--- config.mk ---
export PLATFORM = sky130hd
export DESIGN_NAME = sdram_cpu_bridge
export DESIGN_NICKNAME = d
export VERILOG_FILES = /design/src/rtl/sdram_cpu_bridge.sv
export SDC_FILE = /design/constraint.sdc
export NUM_CORES = 1
export LEC_CHECK = 0
export ABC_AREA = 1
export CAP_MARGIN = 20
export CORE_MARGIN = 2
export CORE_UTILIZATION = 46
export CTS_CLUSTER_SIZE = 14
export DETAILED_ROUTE_END_ITERATION = 10
export PLACE_DENSITY = 0.81
export SETUP_SLACK_MARGIN = 0.2
export SYNTH_ARGS = -nofsm -noshare
export SYNTH_HDL_FRONTEND = slang
export SYNTH_SLANG_ARGS = --single-unit
--- constraint.sdc ---
create_clock -name clk -period 1.8 [get_ports clk]
set_input_delay 0.36 -clock clk [delete_from_list [all_inputs] [get_ports clk]]
set_output_delay 0.36 -clock clk [all_outputs]
set_load 0.02 [all_outputs]
--- src/rtl/sdram_cpu_bridge.sv ---
// sdram_cpu_bridge
// Initiator side of one SDRAM controller toggle-handshake client port.
// Turns 8-bit CPU byte strobes into 16-bit word requests. It keeps a
// single-word read cache, so sequential byte reads of the same word complete
// without an SDRAM round trip.
//
// Ports:
//   clk        system clock, shared with the SDRAM controller
//   init_n     asynchronous active-low reset
//   cpu_addr   byte address, sampled with cpu_rd / cpu_wr
//   cpu_rd     single-cycle read strobe
//   cpu_wr     single-cycle write strobe (wins over a coincident cpu_rd)
//   cpu_din    write byte, sampled with cpu_wr
//   cpu_dout   read byte, held until the next read completes
//   cpu_dvalid one-cycle pulse when cpu_dout carries new read data
//   cpu_busy   strobes are ignored while high
//   flush      invalidates the cached word
//   port_req   request toggle to the controller
//   port_ack   acknowledge toggle from the controller
//   port_we    1 = write request
//   port_a     word address (cpu_addr[23:1])
//   port_ds    byte enables, [1] upper / [0] lower
//   port_d     write data (byte replicated on both lanes)
//   port_q     read data, valid once port_ack == port_req
module sdram_cpu_bridge #(
  parameter int CACHE_EN = 1
) (
  input  logic        clk,
  input  logic        init_n,
  input  logic [23:0] cpu_addr,
  input  logic        cpu_rd,
  input  logic        cpu_wr,
  input  logic [7:0]  cpu_din,
  output logic [7:0]  cpu_dout,
  output logic        cpu_dvalid,
  output logic        cpu_busy,
  input  logic        flush,
  output logic        port_req,
  input  logic        port_ack,
  output logic        port_we,
  output logic [22:0] port_a,
  output logic [1:0]  port_ds,
  output logic [15:0] port_d,
  input  logic [15:0] port_q
);

  localparam logic [1:0] S_SYNC    = 2'd0;
  localparam logic [1:0] S_IDLE    = 2'd1;
  localparam logic [1:0] S_WAIT_RD = 2'd2;
  localparam logic [1:0] S_WAIT_WR = 2'd3;

  localparam logic C_CACHE_EN = (CACHE_EN != 0);

  logic [1:0]  r_state;
  logic        r_port_req;
  logic        r_port_we;
  logic [22:0] r_port_a;
  logic [1:0]  r_port_ds;
  logic [15:0] r_port_d;
  logic [7:0]  r_cpu_dout;
  logic        r_cpu_dvalid;
  logic        r_cpu_busy;
  logic        r_cache_valid;
  logic [22:0] r_cache_tag;
  logic [15:0] r_cache_data;
  logic        r_rd_lsb;

  logic        w_ack_done;
  logic        w_cache_hit;
  logic        w_wr_merge;
  logic [7:0]  w_rd_byte;
  logic [7:0]  w_hit_byte;
  logic [15:0] w_merge_data;

  // The transaction is finished once the controller's toggle matches ours.
  assign w_ack_done  = (port_ack == r_port_req);
  // A flush in the strobe cycle already forces a miss.
  assign w_cache_hit = C_CACHE_EN && r_cache_valid &&
                       (r_cache_tag == cpu_addr[23:1]) && !flush;
  assign w_wr_merge  = r_cache_valid && (r_cache_tag == r_port_a);
  assign w_rd_byte   = r_rd_lsb    ? port_q[15:8]       : port_q[7:0];
  assign w_hit_byte  = cpu_addr[0] ? r_cache_data[15:8] : r_cache_data[7:0];
  assign w_merge_data = {(r_port_ds[1] ? r_port_d[15:8] : r_cache_data[15:8]),
                         (r_port_ds[0] ? r_port_d[7:0]  : r_cache_data[7:0])};

  // Bridge state machine, port request registers and read cache.
  always_ff @(posedge clk or negedge init_n) begin
    if (!init_n) begin
      r_state       <= S_SYNC;
      r_port_req    <= 1'b0;
      r_port_we     <= 1'b0;
      r_port_a      <= 23'd0;
      r_port_ds     <= 2'b00;
      r_port_d      <= 16'd0;
      r_cpu_dout    <= 8'd0;
      r_cpu_dvalid  <= 1'b0;
      r_cpu_busy    <= 1'b1;
      r_cache_valid <= 1'b0;
      r_cache_tag   <= 23'd0;
      r_cache_data  <= 16'd0;
      r_rd_lsb      <= 1'b0;
    end else begin
      r_cpu_dvalid <= 1'b0;
      case (r_state)
        S_SYNC: begin
          // The controller's ack survives our reset; adopt it so no
          // stale toggle is seen as a new request.
          r_port_req <= port_ack;
          r_cpu_busy <= 1'b0;
          r_state    <= S_IDLE;
        end
        S_IDLE: begin
          if (cpu_wr) begin
            r_port_we  <= 1'b1;
            r_port_a   <= cpu_addr[23:1];
            r_port_d   <= {cpu_din, cpu_din};
            r_port_ds  <= cpu_addr[0] ? 2'b10 : 2'b01;
            r_port_req <= ~r_port_req;
            r_cpu_busy <= 1'b1;
            r_state    <= S_WAIT_WR;
          end else if (cpu_rd) begin
            if (w_cache_hit) begin
              r_cpu_dout   <= w_hit_byte;
              r_cpu_dvalid <= 1'b1;
            end else begin
              r_port_we  <= 1'b0;
              r_port_a   <= cpu_addr[23:1];
              r_port_ds  <= 2'b11;
              r_rd_lsb   <= cpu_addr[0];
              r_port_req <= ~r_port_req;
              r_cpu_busy <= 1'b1;
              r_state    <= S_WAIT_RD;
            end
          end
        end
        S_WAIT_RD: begin
          if (w_ack_done) begin
            r_cache_data  <= port_q;
            r_cache_tag   <= r_port_a;
            r_cache_valid <= C_CACHE_EN;
            r_cpu_dout    <= w_rd_byte;
            r_cpu_dvalid  <= 1'b1;
            r_cpu_busy    <= 1'b0;
            r_state       <= S_IDLE;
          end
        end
        S_WAIT_WR: begin
          if (w_ack_done) begin
            // Keep the cached word coherent with the byte just written.
            if (w_wr_merge) begin
              r_cache_data <= w_merge_data;
            end
            r_cpu_busy <= 1'b0;
            r_state    <= S_IDLE;
          end
        end
        default: begin
          r_cpu_busy <= 1'b1;
          r_state    <= S_SYNC;
        end
      endcase
      // Placed last so it overrides a read completion in the same cycle.
      if (flush) begin
        r_cache_valid <= 1'b0;
      end
    end
  end

  assign port_req   = r_port_req;
  assign port_we    = r_port_we;
  assign port_a     = r_port_a;
  assign port_ds    = r_port_ds;
  assign port_d     = r_port_d;
  assign cpu_dout   = r_cpu_dout;
  assign cpu_dvalid = r_cpu_dvalid;
  assign cpu_busy   = r_cpu_busy;

endmodule

==> reports/metrics.cfg, run 1 <==
[timing]
final_max_slew_viols=0
finClkSkew_ns=0.0117
worst_slew_pin_slew_ns=0.484
finalWorstPathRequiredPeriod_ns=1.86
slew_headroom_pct=67.7
tns_ns=-0.434
report.final.hold_viol_count=0
unrepaired_setup_endpoints_after_global_routing=true
worst_slack_ns=-0.0568
setup_viol=21
fmax_mhz=539
finalCritPeriodShare_pct=103

[clock_tree]
num_clock_sinks=88
number_of_h_tree_branching_levels=3
clkTransAtPathRegs_ns=0.09
cts_made_buffers=9
clockRootBuffer=sky130_fd_sc_hd__clkbuf_8
cts_tree=built
clock_latency_ns=0.36
clock_tree.buffer_depth=2

[synthesis]
synth_seq_cells=88
synth_warnings=0
synth_nets=747
area_share_of_the_leading_cell_type_in_the_synthesized_netlist_pct=44.5
syn-cell-area_mm2=0.00489
synthCells=689
synth.top_cells.by_area=sky130_fd_sc_hd__dfrtp_1, sky130_fd_sc_hd__nand2_1, sky130_fd_sc_hd__o21ai_0, sky130_fd_sc_hd__inv_1, sky130_fd_sc_hd__nor2_1
ys_top_cells_by_count=sky130_fd_sc_hd__nand2_1, sky130_fd_sc_hd__dfrtp_1, sky130_fd_sc_hd__inv_1, sky130_fd_sc_hd__o21ai_0, sky130_fd_sc_hd__nor2_1
synthMostInstantiatedCell=sky130_fd_sc_hd__nand2_1
synth_flop_cell=sky130_fd_sc_hd__dfrtp_1
ys_async_sr_fraction_pct=100
synth.distinct_cells=30
yosysSeqAreaShare_pct=45.0
synth.largest_area_cell=sky130_fd_sc_hd__dfrtp_1
average_cell_area_after_synthesis_um2=7.10
number_of_enable_type_register_cells_in_the_synthesized_netlist=0

[route]
route.vias.total=5249
detail_route.drc_violations=0
viasPerCell=5.26
wirelength_mm=16.4
routed_wire_length_per_instance_um=16.4
antenna_violating_nets_post_route=0
dr_iter_0_viols=384
detail_route.first_pass.iterations=7

[global_routing]
grt_pass1_vias=4829
grt_start_max_net_pins=48
grt_pass1_wl_mm=23.7
overflow=0
global_route.usage.total_pct=26.3
antenna_found_initial=1

[power_and_ir_drop]
worst_ir_drop_vdd_mv=0.967
total_switching_power_uw=6190
netSwitchingFraction_pct=47.4
power.internal_uw=6860
power_per_cell_area_mw_per_mm2=1740
power.sequential.fraction_pct=28.6
power.combinational.fraction_pct=61.0
clkPwrFrac_pct=10.4
power.leakage_uw=0.00377

[placed_design]
dp.cells=944
io_buffers=106
gp_congestion=0.969
dp_wirelength_mm=10.2

[status]
violations_in_the_final_reports=setup timing
outcome=finished with violations

[die]
die_area_mm2=0.0115
design.core.area_mm2=0.0103
dieHeight_um=107
ios=107
start_util_pct=47.4
die_w_um=107
std_cell_rows=37

[final_layout]
area_growth_pct=53.0
drive_gt1_share_pct=31.5
finalNetCount=913
final_cell_count_no_fill=997

[run]
maxCapViolations=0

[setup_path]
worst-setup-path-type=flip-flop to flip-flop
setup.worst_path.end_class=flip-flop
worst_ep_arrival_time_ns=2.11
path_max_fanout=8
critical_path_required_ns=2.05
startpoint_type=flip-flop

[min_path]
min-delay-path-class=input port to flip-flop

[flip-flops by register name, indices dropped and copies added (netlist names)]
name	flops
cpu_busy	1
cpu_dout	8
cpu_dvalid	1
port_a	23
port_d	8
port_ds	2
port_req	1
port_we	1
r_cache_data	16
r_cache_tag	23
r_cache_valid	1
r_rd_lsb	1
r_state	2
[through the flow]
step / power (uW) / area (um2) / setup WS [ns] / util, % / hold slack, ns
3_3_place_gp: 9680 / 6310 / -0.438 / 61.1 / 0.351
3_5_place_dp: 9840 / 6310 / -0.468 / 61.1 / 0.351
4_1_cts: 11700 / 6850 / 0.0747 / 66.3 / 0.376
2_1_floorplan: 7350 / 4910 / 0.191 / - / 0.0644
6_report: 13000 / 7490 / -0.0568 / 72.5 / 0.379
5_1_grt: 13900 / 7490 / -0.131 / 72.5 / 0.393
[logic make-up (layout without fill, tap and decap cells)]
group / after synthesis / count (layout) / synth area share, %
simple gates: 361 / 361 / 29.3
buf+inv: 115 / 286 / 10.1
compound gates: 106 / 106 / 11.5
flops: 88 / 88 / 45.0
mux: 8 / 8 / 1.84
xor+xnor: 7 / 7 / 1.25
fa+ha+maj: 4 / 4 / 1.02
other cells: 0 / 1 / 0
[cell type report]
type / instances / area (um2)
Multi-Input combinational cell: 486 / 2820
Sequential cell: 88 / 2200
Timing Repair Buffer: 182 / 1770
Clock buffer: 11 / 151
Clock inverter: 5 / 40.0
Inverter: 88 / 330
Tap cell: 136 / 170
Fill cell: 783 / 2830
Antenna cell: 1 / 2.50
[layer usage]
metal | vias to the layer above | part of all wire [%] | GRT usage (%)
met2 | 233 | 49 | 42.0
li1 | 2472 | - | -
met4 | 0 | 3.3 | 8.16
met3 | 48 | 6.1 | 2.92
met1 | 2496 | 42 | 37.6
met5 | - | 0 | 0
[worst paths after layout]
check / startpoint / end / slack (ns) / cells past startpoint
worst max register to register: r_cache_tag[19] / port_a[13] / -0.06 / 13
worst min register to register: cpu_busy / cpu_busy / 0.47 / 2
min in group asynchronous: init_n / port_a[9] / 0.49 / 2
max in group asynchronous: init_n / cpu_busy / 0.68 / 3
worst max-delay path: r_cache_tag[19] / port_a[13] / -0.06 / 13
worst min-delay path: cpu_addr[15] / port_a[14] / 0.38 / 3
[cells in the final DEF, fill, tap and decap left out, drive strengths merged, types with 4 or more instances in the layout]
cell type      instances
o21ai                 92
a21oi                  9
inv                   89
buf                   75
ha                     4
xnor2                  4
dlygate4sd2           75
mux2                   8
clkbuf                12
dfrtp                 87
clkdlybuf4s50         28
nand3                 24
nor2                  63
nand4                 10
nand2                261
[repair_timing]
item	CTS	global route
resized for setup	140	147
pin swaps	29	62
setup endpoints to repair	115	60
buffers inserted	16	14
hold endpoints to repair	29	0
gates cloned	4	1
hold buffers	1	0
[worst max-delay path: stages, from the launching register on]
cell	delay (ns)
sky130_fd_sc_hd__dfrtp_1	0.40
sky130_fd_sc_hd__inv_1	0.09
sky130_fd_sc_hd__nand2_1	0.07
sky130_fd_sc_hd__nand2_1	0.09
sky130_fd_sc_hd__nor2_1	0.16
sky130_fd_sc_hd__nand2_1	0.11
sky130_fd_sc_hd__nor2_4	0.11
sky130_fd_sc_hd__nand3_4	0.10
sky130_fd_sc_hd__nand2_4	0.12
sky130_fd_sc_hd__nand2_8	0.12
sky130_fd_sc_hd__buf_12	0.15
sky130_fd_sc_hd__buf_16	0.14
sky130_fd_sc_hd__nand2_2	0.05
sky130_fd_sc_hd__o21ai_1	0.05
[power groups by stage]
| stage | Sequential [uW] | Combinational (uW) | Clock, uW |
|---|---|---|---|
| after floorplan | 4150 | 3200 | 0 |
| after global placement | 3670 | 6010 | 0 |
| after detailed placement | 3730 | 6110 | 0 |
| after CTS | 3660 | 6660 | 1370 |
| after global routing | 3850 | 8610 | 1460 |
| final | 3730 | 7960 | 1350 |
Note: power is estimated with default switching activity, not from simulation.
==> inputs of run 2 (changes only) <==
--- a/config.mk
+++ b/config.mk
@@ -7,6 +7,7 @@
 export LEC_CHECK = 0
 export ABC_AREA = 1
 export CAP_MARGIN = 20
+export CORE_ASPECT_RATIO = 0.6
 export CORE_MARGIN = 2
 export CORE_UTILIZATION = 46
 export CTS_CLUSTER_SIZE = 14
==> reports/metrics.cfg, run 2 (synthesized netlist as in run 1, its figures left out) <==
[route]
route.vias.total=5237  ; -0.23%
viasPerCell=5.36  ; +1.8%
wirelength_mm=16.4  ; +0.14%
detail_route.drc_violations=0  ; unchanged
dr_iter_0_viols=530  ; +38%
routed_wire_length_per_instance_um=16.8  ; +2.2%
antenna_violating_nets_post_route=0  ; unchanged
detail_route.first_pass.iterations=6  ; -1

[clock_tree]
clockRootBuffer=sky130_fd_sc_hd__clkbuf_16
clkTransAtPathRegs_ns=0.07  ; -0.02 ns
clock_latency_ns=0.34  ; -0.02 ns
ctsHoldBuffers=0  ; -1
clock_tree.buffer_depth=2  ; unchanged
num_clock_sinks=88  ; unchanged
cts_made_buffers=9  ; unchanged
number_of_h_tree_branching_levels=3  ; unchanged
cts_tree=built

[setup_path]
setup.worst_path.end_class=flip-flop
critical_path_required_ns=2.03  ; -0.02 ns
cell_by_cell_trace_of_the_critical_path=inv_1 -> nand2_2 -> nand2_2 -> nor2_2 -> nand2_1 -> nor2_2 -> nand3_2 -> nand2_4 -> nand2_8 -> buf_12 -> buf_16 -> nand2_4 -> o21ai_2
worst-setup-path-type=flip-flop to flip-flop
path_max_fanout=6  ; -2
worst_ep_arrival_time_ns=2.10  ; about the same
timing.critical_path.slowest_stage_cell=sky130_fd_sc_hd__dfrtp_1
path_delay_family=simple AND/OR/NAND/NOR gates
cpPeakStageDelay_ns=0.41  ; about the same
startpoint_type=flip-flop
worst-path-buf-inv=3  ; unchanged

[placed_design]
area_post_placement_mm2=0.00628  ; -0.57%
gp_congestion=0.942  ; -2.8%
io_buffers=106  ; unchanged
pre_cts_ws_ns=-0.502  ; -0.0338 ns
dp_wirelength_mm=10.4  ; +2.5%

[timing]
hold-worst-slack_ns=0.00375  ; -0.375 ns
tns_ns=-0.997  ; -0.562 ns
unrepaired_setup_endpoints_after_global_routing=true
finalCritPeriodShare_pct=104  ; +0.69 points
setup_viol=26  ; +24%
finalWorstPathRequiredPeriod_ns=1.87  ; +0.0124 ns
final_max_slew_viols=0  ; unchanged
slew_headroom_pct=63.7  ; -4.0 points
worst_slew_pin_slew_ns=0.544  ; +0.0598 ns
fmax_mhz=535  ; -0.67%
finClkSkew_ns=0.00947  ; -0.00222 ns
worst_slack_ns=-0.0692  ; -0.0124 ns
report.final.hold_viol_count=0  ; unchanged

[global_routing]
grt_start_max_net_pins=48  ; unchanged
grt_pass1_wl_mm=24.8  ; +4.7%
global_route.usage.total_pct=28.2  ; +1.9 points
antenna_found_initial=0  ; -1
grt_pass1_vias=4898  ; +1.4%
overflow=0  ; unchanged

[power_and_ir_drop]
power.internal_uw=7450  ; +8.7%
power.sequential.fraction_pct=27.7  ; -0.9 points
worst_ir_drop_vdd_mv=1.02  ; +5.5%
power.leakage_uw=0.00374  ; -0.92%
power.combinational.fraction_pct=56.2  ; -4.8 points
total_switching_power_uw=6050  ; -2.3%
netSwitchingFraction_pct=44.8  ; -2.7 points
power_per_cell_area_mw_per_mm2=1850  ; +6.4%
clkPwrFrac_pct=16.2  ; +5.8 points

[final_layout]
area_growth_pct=48.8
layout.cells.most_common=sky130_fd_sc_hd__nand2_1
drive_gt1_share_pct=24.5  ; -7.0 points
finalNetCount=891  ; -2.4%
final_design_area_no_fill_mm2=0.00728  ; -2.8%
postLayoutCoreUtil_pct=69.7  ; -2.9 points
layout_common_cells=sky130_fd_sc_hd__nand2_1, sky130_fd_sc_hd__dfrtp_1, sky130_fd_sc_hd__dlygate4sd2_1, sky130_fd_sc_hd__inv_1, sky130_fd_sc_hd__o21ai_0
diodes_inserted=0  ; -1

[die]
std_cell_rows=29  ; -22%
dieHeight_um=83.9  ; -22%
ios=107  ; unchanged
die_w_um=137  ; +28%
start_util_pct=46.8  ; -0.57 points
design.core.area_mm2=0.0105  ; +1.2%
die_area_mm2=0.0115  ; +0.23%

[run]
maxCapViolations=0  ; unchanged

[min_path]
min-delay-path-class=input port to async pin

[status]
outcome=finished with violations
violations_in_the_final_reports=setup timing

## run 2: cell count changes in the layout (fill, tap and decap cells not counted), moves of 6 or more
cell	before	now
sky130_fd_sc_hd__nand2_1	194	225
sky130_fd_sc_hd__nand2_2	52	26
sky130_fd_sc_hd__buf_4	49	33
sky130_fd_sc_hd__clkbuf_8	11	1
sky130_fd_sc_hd__clkbuf_16	1	10
sky130_fd_sc_hd__buf_6	15	8
sky130_fd_sc_hd__nor2_4	12	5
sky130_fd_sc_hd__inv_1	59	65
sky130_fd_sc_hd__inv_2	29	23
## run 2: power by group through the flow
stage / clock, uW / combinational [uW] / sequential [uW]
2_1_floorplan: 0 / 3200 / 4150
3_5_place_dp: 0 / 6150 / 3720
3_3_place_gp: 0 / 5980 / 3670
6_report: 2180 / 7580 / 3740
5_1_grt: 2290 / 8190 / 3850
4_1_cts: 2190 / 6830 / 3690
## run 2: worst paths after layout
kind	start	to	slack [ns]	cells after the start
worst max-delay path	r_cache_tag[3]	port_a[19]	-0.07	13
worst min-delay path	init_n	port_a[6]	0.004	1
worst max register to register	r_cache_tag[3]	port_a[19]	-0.07	13
worst min register to register	cpu_busy	cpu_busy	0.46	2
max in group asynchronous	init_n	port_d[11]	1.21	2
min in group clk	cpu_addr[13]	port_a[12]	0.41	3
## run 2: what timing repair did
action	in CTS	in global routing
endpoints found under the setup margin	117	63
cloned	5	1
resized for setup	149	67
pin swaps	23	23
endpoints found under the hold margin	0	0
setup buffers	6	9
## run 2: final cells by class
type	instances	area, um2
clock buffer	13	250
clock inverter	3	90.1
fill	807	3170
inverter	88	330
multi-input combinational	486	2610
sequential	88	2200
tap	139	174
timing repair buffer	160	1620
## run 2: routing by layer
layer	track usage, %	up-vias	share of wire (%)
met2	41.6	323	44
li1	-	2443	-
met5	0	-	0
met1	40.4	2433	43
met3	8.08	38	11
met4	7.59	0	1.5
## run 2: worst reg2reg max path, cell delays in order, from the launching register on
cell and delay (ns):
sky130_fd_sc_hd__dfrtp_1 0.41, sky130_fd_sc_hd__inv_1 0.07, sky130_fd_sc_hd__nand2_2 0.09, sky130_fd_sc_hd__nand2_2 0.06, sky130_fd_sc_hd__nor2_2 0.13, sky130_fd_sc_hd__nand2_1 0.09, sky130_fd_sc_hd__nor2_2 0.14, sky130_fd_sc_hd__nand3_2 0.14
sky130_fd_sc_hd__nand2_4 0.12, sky130_fd_sc_hd__nand2_8 0.11, sky130_fd_sc_hd__buf_12 0.16, sky130_fd_sc_hd__buf_16 0.14, sky130_fd_sc_hd__nand2_4 0.05, sky130_fd_sc_hd__o21ai_2 0.04
## run 2: metrics by stage
step	std cells	power [uW]
after detailed placement	940	9870
after global placement	940	9650
final	977	13500
after CTS	967	12700
after floorplan	689	7350
after global routing	977	14300
